==> config.mk <==
export PLATFORM = sky130hd
export DESIGN_NAME = bank_write_control
export DESIGN_NICKNAME = d
export VERILOG_FILES = /design/src/rtl/bwc_pkg.sv /design/src/rtl/bank_addr_counter.sv /design/src/rtl/bank_write_control.sv
export SDC_FILE = /design/constraint.sdc
export NUM_CORES = 1
export LEC_CHECK = 0
export BUFFER_PORTS_ARGS = -buffer_cell sky130_fd_sc_hd__clkbuf_2
export CAP_MARGIN = 20
export CORE_MARGIN = 2
export CORE_UTILIZATION = 30
export CTS_BUF_LIST = sky130_fd_sc_hd__clkbuf_4
export DETAILED_ROUTE_END_ITERATION = 8
export GPL_TIMING_DRIVEN = 0
export PLACE_DENSITY = 0.51
export SETUP_SLACK_MARGIN = 0.3
export SLEW_MARGIN = 30
export SYNTH_ARGS = -nofsm -noshare
export SYNTH_HDL_FRONTEND = slang
export SYNTH_HIERARCHICAL = 1
export SYNTH_SLANG_ARGS = --single-unit
==> constraint.sdc <==
create_clock -name clk -period 3.45 [get_ports clk]
set_input_delay 0.69 -clock clk [delete_from_list [all_inputs] [get_ports clk]]
set_output_delay 0.69 -clock clk [all_outputs]
set_load 0.1 [all_outputs]
==> src/rtl/bwc_pkg.sv <==
// Shared definitions for the banked write controller: FSM encoding and
// default sizing used by the top and the per-bank address counter.
package bwc_pkg;

  localparam int DEF_DATA_W    = 16;
  localparam int DEF_NUM_BANKS = 2;
  localparam int DEF_ADDR_W    = 15;
  localparam int DEF_LEN_W     = 10;

  typedef enum logic {
    IDLE  = 1'b0,
    WRITE = 1'b1
  } state_e;

endpackage

==> src/rtl/bank_addr_counter.sv <==
// Per-bank write address: steps by one on each write, wraps to zero once the
// current value reaches the last valid address, and can be parked at all-ones.
module bank_addr_counter
  import bwc_pkg::*;
#(
  parameter int ADDR_W = DEF_ADDR_W
) (
  input  logic              clk,
  input  logic              load_ones_i,
  input  logic              inc_i,
  input  logic [ADDR_W-1:0] last_addr_i,
  output logic [ADDR_W-1:0] addr_o
);

  logic [ADDR_W-1:0] addr_q;
  logic [ADDR_W-1:0] addr_d;

  // '>=' rather than '==' so a parked all-ones value (or a shrunk depth) wraps to 0
  always_comb begin
    addr_d = addr_q;
    if (inc_i) begin
      addr_d = (addr_q >= last_addr_i) ? '0 : addr_q + ADDR_W'(1);
    end
  end

  always_ff @(posedge clk) begin
    if (load_ones_i) begin
      addr_q <= '1;
    end else begin
      addr_q <= addr_d;
    end
  end

  assign addr_o = addr_q;

endmodule

==> src/rtl/bank_write_control.sv <==
// Splits a sample stream into packages and round-robins each word across
// NUM_BANKS memory banks, with registered per-bank data/address/write-enable.
module bank_write_control
  import bwc_pkg::*;
#(
  parameter int DATA_W    = DEF_DATA_W,
  parameter int NUM_BANKS = DEF_NUM_BANKS,
  parameter int ADDR_W    = DEF_ADDR_W,
  parameter int LEN_W     = DEF_LEN_W
) (
  input  logic                        clk,
  input  logic                        rst,
  input  logic                        live_rising,
  input  logic                        get_package,
  input  logic [DATA_W-1:0]           input_data,
  input  logic [LEN_W-1:0]            words_per_bank,
  input  logic [ADDR_W-1:0]           mem_depth,
  output logic [NUM_BANKS*DATA_W-1:0] bank_data,
  output logic [NUM_BANKS*ADDR_W-1:0] bank_addr,
  output logic [NUM_BANKS-1:0]        bank_wren,
  output logic                        complete,
  output logic                        busy,
  output logic [15:0]                 pkg_count,
  output logic                        restart_err
);

  localparam int BANK_W = $clog2(NUM_BANKS);
  localparam int KW     = LEN_W + BANK_W;

  state_e                state_q;
  logic [KW-1:0]         k_q;
  logic [LEN_W-1:0]      wpb_q;
  logic [ADDR_W-1:0]     depth_q;
  logic [NUM_BANKS-1:0]  wren_q;
  logic                  complete_q;
  logic [15:0]           pkg_count_q;
  logic                  restart_err_q;

  logic                  hdr;
  logic                  is_last;
  logic [KW-1:0]         last_k;
  logic [BANK_W-1:0]     wr_bank;
  logic [NUM_BANKS-1:0]  wr_en;
  logic [ADDR_W-1:0]     last_addr;

  assign hdr       = get_package && (words_per_bank != '0);
  assign last_k    = {wpb_q, {BANK_W{1'b0}}} - KW'(1);
  assign is_last   = (k_q == last_k);
  assign wr_bank   = k_q[BANK_W-1:0];
  assign last_addr = depth_q - ADDR_W'(1);

  // The word sampled this cycle is committed only if nothing is resetting the run
  assign wr_en = (state_q == WRITE && !rst && !live_rising)
               ? (NUM_BANKS'(1) << wr_bank) : '0;

  always_ff @(posedge clk) begin
    if (rst) begin
      state_q       <= IDLE;
      k_q           <= '0;
      wpb_q         <= '0;
      depth_q       <= '0;
      wren_q        <= '0;
      complete_q    <= 1'b0;
      pkg_count_q   <= '0;
      restart_err_q <= 1'b0;
    end else if (live_rising) begin
      state_q       <= IDLE;
      k_q           <= '0;
      wren_q        <= '0;
      complete_q    <= 1'b0;
      pkg_count_q   <= '0;
      restart_err_q <= 1'b0;
    end else begin
      wren_q     <= wr_en;
      complete_q <= 1'b0;
      case (state_q)
        IDLE: begin
          if (hdr) begin
            wpb_q   <= words_per_bank;
            depth_q <= mem_depth;
            k_q     <= '0;
            state_q <= WRITE;
          end
        end
        WRITE: begin
          if (is_last) begin
            complete_q  <= 1'b1;
            pkg_count_q <= pkg_count_q + 16'd1;
          end
          if (hdr) begin
            // A header on the final word is a clean back-to-back start
            if (!is_last) begin
              restart_err_q <= 1'b1;
            end
            wpb_q   <= words_per_bank;
            depth_q <= mem_depth;
            k_q     <= '0;
          end else if (is_last) begin
            state_q <= IDLE;
            k_q     <= '0;
          end else begin
            k_q <= k_q + KW'(1);
          end
        end
      endcase
    end
  end

  genvar gi;
  generate
    for (gi = 0; gi < NUM_BANKS; gi++) begin : g_bank
      logic [DATA_W-1:0] data_q;

      always_ff @(posedge clk) begin
        if (rst) begin
          data_q <= '0;
        end else if (wr_en[gi]) begin
          data_q <= input_data;
        end
      end

      bank_addr_counter #(
        .ADDR_W(ADDR_W)
      ) u_addr (
        .clk         (clk),
        .load_ones_i (rst | live_rising),
        .inc_i       (wr_en[gi]),
        .last_addr_i (last_addr),
        .addr_o      (bank_addr[gi*ADDR_W +: ADDR_W])
      );

      assign bank_data[gi*DATA_W +: DATA_W] = data_q;
    end
  endgenerate

  assign bank_wren   = wren_q;
  assign complete    = complete_q;
  assign busy        = (state_q == WRITE);
  assign pkg_count   = pkg_count_q;
  assign restart_err = restart_err_q;

endmodule

# Word level (Yosys, flattened, before mapping)
# Index checks and enable logic that the tools add are counted.
# totals
reg_bits,119
in_bits,45
wordCells,52
# classes
n_addsub,6
order_cmp,2
eq_ne,2
shift,1
muxes,14
bitwise_logic,4
n_reduce_logical,11
# op_table
cell,n
$mux W15,3
$mux W11,3
$add A15 B1 Y15 const B,2
$ge A15 B15 Y1,2
$pmux W11 S2,1
$add A16 B1 Y16 const B,1
$sub A15 B1 Y15 const B,1
$add A11 B1 Y11 const B,1
$eq A11 B11 Y1,1
$sub A11 B1 Y11 const B,1
$mux W10,1
$reduce_bool A10 Y1,1
$mux W1,4
$reduce_and A2 Y1,2
$logic_and A1 B1 Y1,3
$not A1 Y1,3
$reduce_and A3 Y1,1
$reduce_or A3 Y1,1
$logic_not A1 Y1,2
$mux W2,1
$ne A2 B2 Y1 const B,1
$pmux W1 S2,1
$reduce_or A2 Y1,1
$shl A1 B1 Y2 const A,1
$or A1 B1 Y1,1

# Longest topological paths before layout
# Gate-level depths: netlist of run 1.
# depth
word_depth,5
ltp_mapped,13
depth_no_buf,12

# By module
# The synthesis of run 1 kept the hierarchy.
# modules_own_cells
module,instances,cells_per_inst,area_each_um2
bank_write_control,1,499,3952.5
bank_addr_counter at g_bank[1].u_addr,1,129,1098.6
bank_addr_counter at g_bank[0].u_addr,1,130,1071.0

# Least setup slack after synthesis of run 1
# No wires, ideal clock.
# synth_timing
kind,register to register
start,reg state_q (netlist: busy)
end,reg g_bank[0].u_addr.addr_q[13]
setup_time_ns,0.070
arrival_ns,3.295
required_ns,3.380
slack_ns,0.085
stages_incl_launch_ff,12
path_buffers,3
synth_period_minus_slack_ns,3.365
path_cell_list,dfxtp_1 clkbuf_1 nand2_1 or2_2 clkbuf_1 clkinv_1 buf_1 nand4_1 nor2_1 nand3_1 xor2_1 o21ai_1
# synth_between
elab_chain_len,3
# synth_rtl
element,line,rtl
from (decl),bank_write_control.sv:30,state_e state_q;
from (signal assigned),bank_write_control.sv:58,state_q <= IDLE;
from (signal assigned),bank_write_control.sv:67,state_q <= IDLE;
from (signal assigned),bank_write_control.sv:82,state_q <= WRITE;
$logic_and A1 B1 Y1 (2 in a row),bank_write_control.sv:53,assign wr_en = (state_q == WRITE && !rst && !live_rising)
$mux W2,bank_write_control.sv:54,? (NUM_BANKS'(1) << wr_bank) : '0;
named net wr_en[0],bank_write_control.sv:43,logic [NUM_BANKS-1:0] wr_en;
to (signal assigned),bank_addr_counter.sv:30,addr_q <= addr_d;
to (decl),bank_addr_counter.sv:15,logic [ADDR_W-1:0] addr_q;
# The timed path passes the listed nets, and every way through them passes these cells.
# A chain may end at the register's enable or synchronous reset.

# Final worst setup path of run 1
# layout_timing
start,reg depth_q[2]
end,reg g_bank[1].u_addr.addr_q[13]
# layout_between
elab_chain_len,3
# layout_rtl
element,line,rtl
from (decl),bank_write_control.sv:33,logic [ADDR_W-1:0] depth_q;
from (signal assigned),bank_write_control.sv:80,depth_q <= mem_depth;
from (signal assigned),bank_write_control.sv:96,depth_q <= mem_depth;
$sub A15 B1 Y15,bank_write_control.sv:50,assign last_addr = depth_q - ADDR_W'(1);
named net last_addr[14],bank_write_control.sv:44,logic [ADDR_W-1:0] last_addr;
$ge A15 B15 Y1,bank_addr_counter.sv:22,addr_d = (addr_q >= last_addr_i) ? '0 : addr_q + ADDR_W'(1);
$mux W15,bank_addr_counter.sv:22,
to (signal assigned),bank_addr_counter.sv:30,
to (decl),bank_addr_counter.sv:15,
# The timed path passes the listed nets, and every way through them passes these cells.

==> flow_metrics.py, run 1 <==
metrics = {
    "layout": {
        "drive_above_1_share_pct": 21.6,
        "fillers": 2137,
        "areaGrowthSynthToFinish_pct": 21.1,
        "fin_nets": 984,
    },
    "worst_setup_path": {
        "reg2reg_setup_slack_ns": 0.50,
        "worstRegToRegCells": 14,
        "critical_path.startpoint": "depth_q[2]",
        "r2r_end": "g_bank[1].u_addr/addr_o[13]",
        "path_class": "reg -> reg",
        "critPathCaptureType": "register",
        "startpoint_type": "register",
        "r2r-start": "depth_q[2]",
        "crit_chain": "or3_1, nor2_4, nand3_2, nor3_2, xor2_1, buf_4, inv_1, ha_1, nand2_1, nor2_4, nand3_2, o22ai_4, buf_6, o21ai_1",
        "slowest_delay_ns": 0.43,
        "critical_path.slowest_cell": "or3_1",
        "crit_fanout": 10,
        "critPathRequiredTime_ns": 3.85,
        "endpoint": "g_bank[1].u_addr/addr_o[13]",
        "worstPathArrival_ns": 3.35,
    },
    "yosys": {
        "yosysMostFrequentCell": "nand2_1",
        "syn_inst": 758,
        "synthFlopType": "dfxtp_1",
        "yosysSeqAreaShare_pct": 38.9,
        "syn_area_per_cell_sq_um": 8.08,
        "synth_edf_count": 0,
        "synth_area_sq_um": 6120,
        "yosysWarnings": 6,
        "ys_types": 56,
        "yosys-top-cells-count": "nand2_1 (155), dfxtp_1 (119), a21oi_1 (86)",
        "synth_top_area_share_pct": 38.9,
        "async_flop_share_pct": 0,
        "synth_area_leaders": "dfxtp_1 (39%), nand2_1 (9.5%), ha_1 (7.4%)",
        "syn-num-nets": 839,
        "yosysTopAreaCell": "dfxtp_1",
        "ys_seq_elements": 119,
    },
    "sta": {
        "hold_viol_final": 0,
        "slew_violations": 0,
        "setup_viol": 0,
        "min_period_ns": 2.95,
        "rsz0062_at_grt": "no",
        "fin_crit_sh_pct": 85.5,
        "maxSlewHeadroom_pct": 42.3,
        "worst_pin_slew_ns": 0.865,
        "tns_ns": 0,
        "skew_ns": 0.0282,
        "max_clock_freq_ghz": 0.339,
    },
    "clock_tree": {
        "cts_max_level": 4,
        "cts-root-buf": "clkbuf_4",
        "clk_latency_ns": 0.53,
        "cts_buffers": 17,
        "clockBufferDepth": 2,
        "clkSlewWorstSetupHoldPaths_ns": 0.14,
        "cts.sinks": 119,
        "cts_tree": "yes",
    },
    "place": {
        "place.gp.congestion": 0.783,
        "dp_hpwl_um": 12900,
        "portBuffers": 126,
    },
    "run_status": {
        "outcome": "completed",
    },
    "floorplan": {
        "io_pins": 128,
        "initial_core_util_pct": 30.5,
        "dieArea_sq_um": 21600,
        "die_h_um": 147,
        "die_w_um": 147,
        "core_sq_um": 20100,
        "rows": 52,
    },
    "grt": {
        "grt_pass1_vias": 5386,
        "grt_pass1_wl_um": 27400,
        "grt_max_degree": 25,
        "gr-total-overflow": 0,
        "track_usage_pct": 15.8,
        "antenna_found_initial": 2,
    },
    "power_and_ir_drop": {
        "p_per_area_nw_per_um2": 389,
        "power.internal_mw": 1.90,
        "swShare_pct": 34.2,
        "p_comb_share_pct": 18.5,
        "power_mw": 2.89,
        "switchingPower_mw": 0.988,
        "p_leak_nw": 3.02,
        "clockPowerShare_pct": 32.2,
        "ir_drop_mv": 0.169,
        "seqPwrFrac_pct": 49.3,
    },
    "detailed_routing": {
        "viasPerCell": 4.76,
        "vias": 5659,
        "drt-pass1-iter-count": 4,
        "postRouteWirelength_um": 16800,
        "ant_nets": 0,
        "drt_iter0_drc": 332,
        "drc_errors": 0,
        "wl_per_cell_um": 14.1,
    },
    "run": {
        "cap_violations": 0,
    },
    "min_path": {
        "worstHoldPathType": "in -> reg",
    },
}
## what timing repair did
action,in CTS,in global routing
hold buffers,0,0
gates resized for setup,4,16
setup buffers,1,0
pin swaps,1,2
setup endpoints to repair,26,30
## cell usage in the layout (no fill, tap or decap), types with 24 or more instances in the layout
master    netlist  final
a21oi_1        86     84
clkbuf_2        0    127
dfxtp_1       119    117
ha_1           36     36
inv_1          48     48
nand2_1       155    155
nor2_1         28     24
xor2_1         32     32
## worst min-delay path by stage
stage | depth (start not counted) | startpoint | end
2_1_floorplan | 2 | depth_q[14] | depth_q[14]
3_3_place_gp | 2 | g_bank[1].data_q[15] | g_bank[1].data_q[15]
3_5_place_dp | 2 | g_bank[1].data_q[15] | g_bank[1].data_q[15]
4_1_cts | 3 | input_data[10] | g_bank[1].data_q[10]
5_1_grt | 3 | input_data[13] | g_bank[0].data_q[13]
6_report | 3 | input_data[10] | g_bank[1].data_q[10]
## registers in the layout, indices dropped and copies added (netlist names)
register,cells
restart_err,1
depth_q,15
k_q,11
g_bank.data_q,32
pkg_count,16
busy,1
g_bank.u_addr/addr_o,30
complete,1
bank_wren,2
wpb_q,10
## metrics by stage
stage                     std cells  hold WS [ns]  cell area [sq um]  worst slack (ns)  util (%)
final                          1188         0.371               7410             0.499      36.9
after global routing           1188         0.317               7410             0.328      36.9
after CTS                      1186         0.307               7360             0.302      36.6
after detailed placement       1154         0.447               7090            -0.570      35.3
after global placement         1154         0.443               7090            -0.633      35.3
after floorplan                 758         0.448               6120             0.388         -
## worst max-delay path, delay by kind of cell, from the launching register on
kind                     cells  cell delay (ns)
AO/OA/AOI/OAI                2             0.26
XOR/XNOR                     1             0.25
adder cells (fa/ha/maj)      1             0.28
buffers and inverters        3             0.37
flip-flops                   1             0.37
AND/OR/NAND/NOR              7             1.30
## cell families after synthesis
group           count (synthesis)  synth area share, %
compound gates                173                 17.7
xor+xnor                       53                 7.58
fa+ha+maj                      36                 7.36
buf+inv                        79                 5.25
flops                         119                 38.9
mux                             1                0.164
simple gates                  297                 23.0
## layout make-up
class / instances / area (sq um) / share of cell area [%]
Clock inverter: 14 / 116 / 1.57
Multi-Input combinational cell: 560 / 3470 / 46.8
Antenna cell: 2 / 5.00 / 0.0675
Buffer: 28 / 135 / 1.82
Tap cell: 270 / 338 / 4.56
Clock buffer: 18 / 135 / 1.82
Timing Repair Buffer: 127 / 638 / 8.61
Sequential cell: 119 / 2380 / 32.2
Inverter: 50 / 188 / 2.53
## power by group through the flow
stage | clock network, mW | logic (mW) | registers, mW
floorplan | 0 | 0.327 | 1.50
global placement | 0 | 0.510 | 1.45
global route | 1.03 | 0.604 | 1.43
detailed placement | 0 | 0.517 | 1.45
CTS | 0.975 | 0.526 | 1.42
finish | 0.929 | 0.534 | 1.42
## per-layer routing
metal | up-vias | global-route usage, % | wire length [um]
li1 | 2941 | - | -
met1 | 2598 | 20.1 | 7830
met2 | 104 | 25.6 | 7840
met5 | - | 0 | 0
met4 | 0 | 5.58 | 246
met3 | 16 | 4.72 | 858
(Power assumes the default switching activity.)
==> inputs of run 2 (changes only) <==
Clock period 3.45 ns to 2.8 ns, I/O delays scaled along.
==> run 2 against run 1 <==
Compared with the run above: hold slack got worse by 0.14 ns; total power increased by 32%; sequential share of layout area shrank 1.9 points; register-to-register slack worse by 0.43 ns; combinational power rose by 52%; largest cell class unchanged; largest power group unchanged; highest routed layer is now met5.
==> flow_metrics.py, run 2 (synthesized netlist as in run 1, its figures left out) <==
metrics = {
    "grt": {
        "antenna_found_initial": 4,
        "grt_max_degree": 18,
        "grt_pass1_wl_um": 28600,
        "grt_pass1_vias": 5631,
        "gr-total-overflow": 0,
        "track_usage_pct": 16.5,
    },
    "detailed_routing": {
        "wl_per_cell_um": 14.6,
        "ant_nets": 0,
        "drt-pass1-iter-count": 7,
        "vias": 5818,
        "postRouteWirelength_um": 17600,
        "viasPerCell": 4.83,
        "drc_errors": 0,
        "drt_iter0_drc": 239,
    },
    "power_and_ir_drop": {
        "ir_drop_mv": 0.262,
        "p_leak_nw": 3.18,
        "power_mw": 3.80,
        "seqPwrFrac_pct": 46.2,
        "switchingPower_mw": 1.30,
        "power.internal_mw": 2.50,
        "clockPowerShare_pct": 32.4,
        "p_comb_share_pct": 21.4,
        "swShare_pct": 34.3,
        "p_per_area_nw_per_um2": 479,
    },
    "layout": {
        "final_cells": 1205,
        "final_cell_mix": "nand2_1 (151), clkbuf_2 (128), dfxtp_1 (111)",
        "areaGrowthSynthToFinish_pct": 29.5,
        "fin_area_sq_um": 7930,
        "fin_nets": 1001,
        "largest_register_ffs": 32,
        "largest_register": "g_bank.data_q",
        "drive_above_1_share_pct": 29.5,
        "layout_commonest_cell": "nand2_1",
    },
    "sta": {
        "skew_ns": 0.0199,
        "max_clock_freq_ghz": 0.366,
        "rsz0062_at_grt": "yes",
        "min_period_ns": 2.74,
        "setup_viol": 0,
        "slew_violations": 0,
        "hold_viol_final": 0,
        "fin_crit_sh_pct": 97.7,
        "worst_pin_slew_ns": 0.896,
        "maxSlewHeadroom_pct": 40.3,
        "worst_slack_ns": 0.0647,
        "tns_ns": 0,
    },
    "clock_tree": {
        "cts_max_level": 4,
        "cts.sinks": 119,
        "cts_tree": "yes",
        "cts-root-buf": "clkbuf_4",
        "clockBufferDepth": 2,
        "cts_buffers": 17,
        "clk_latency_ns": 0.54,
        "clkSlewWorstSetupHoldPaths_ns": 0.13,
    },
    "place": {
        "place.gp.congestion": 0.800,
        "dpl_worst_slack_ns": -0.248,
        "placed_cell_area_sq_um": 7180,
        "portBuffers": 126,
        "dp_cells": 1154,
        "dp_hpwl_um": 13100,
    },
    "worst_setup_path": {
        "critPathCaptureType": "register",
        "path_class": "reg -> reg",
        "critPathRequiredTime_ns": 3.21,
        "crit_fanout": 5,
        "critical_path.startpoint": "depth_q[2]",
        "r2r-start": "depth_q[2]",
        "startpoint_type": "register",
        "worstPathArrival_ns": 3.15,
    },
    "floorplan": {
        "die_h_um": 147,
        "dieArea_sq_um": 21600,
        "io_pins": 128,
        "core_sq_um": 20100,
        "die_w_um": 147,
        "rows": 52,
        "initial_core_util_pct": 30.5,
    },
    "min_path": {
        "worstHoldPathType": "in -> reg",
        "hp-start": "mem_depth[9]",
    },
    "run_status": {
        "outcome": "completed",
    },
    "run": {
        "cap_violations": 0,
    },
}
run 2: power groups by stage:
| stage | logic (mW) | clock network [mW] | registers [mW] |
|---|---|---|---|
| after floorplan | 0.426 | 0 | 1.85 |
| after global placement | 0.649 | 0 | 1.79 |
| after detailed placement | 0.656 | 0 | 1.79 |
| after CTS | 0.768 | 1.29 | 1.75 |
| after global routing | 0.907 | 1.36 | 1.76 |
| final | 0.813 | 1.23 | 1.75 |
run 2: repair_timing:
item                                    CTS  global route
setup buffers                            10             5
endpoints found under the setup margin   57            72
gates resized for setup                  59            27
hold buffers                              0             0
pin swaps                                33             8
gates cloned                              1             1
run 2: stage by stage:
| step | hold slack, ns | utilization (%) |
|---|---|---|
| global placement | 0.443 | 35.7 |
| global route | 0.165 | 39.4 |
| finish | 0.227 | 39.4 |
| floorplan | 0.448 | - |
| detailed placement | 0.449 | 35.7 |
| CTS | 0.161 | 38.6 |
run 2: worst paths after layout:
check / end / slack (ns) / depth (start not counted)
worst max-delay path: g_bank[1].u_addr/addr_o[6] / 0.06 / 13
worst min-delay path: depth_q[9] / 0.23 / 3
worst max register to register: g_bank[1].u_addr/addr_o[6] / 0.06 / 13
worst min register to register: g_bank[0].data_q[8] / 0.46 / 2
run 2: critical path, stage by stage, from the launching register on:
cell and delay (ns):
dfxtp_4 0.36, or3_4 0.38, nor2_4 0.18, nand3_4 0.11, nor3_2 0.14, xor2_1 0.23, inv_1 0.12, ha_4 0.29
nand2_2 0.08, nor2_4 0.15, nand3_2 0.11, o22ai_4 0.23, buf_6 0.17, o21ai_1 0.06
run 2: area by class of cell:
class                   count  area (sq um)
clock buffers              17           128
diodes                      2          5.00
inverters                  50           193
clock inverters            15           146
flip-flops and latches    119          2400
well taps                 270           338
repair buffers            143           766
multi-input cells         560          3790
plain buffers              29           161
fillers                  2134         12200
run 2: per-layer routing:
| metal | GRT usage [%] | vias to the layer above | wire (um) |
|---|---|---|---|
| met2 | 26.9 | 123 | 8290 |
| met3 | 5.43 | 9 | 992 |
| met1 | 21.0 | 2692 | 8180 |
| li1 | - | 2990 | - |
| met4 | 4.51 | 4 | 97 |
| met5 | 0 | - | 33 |
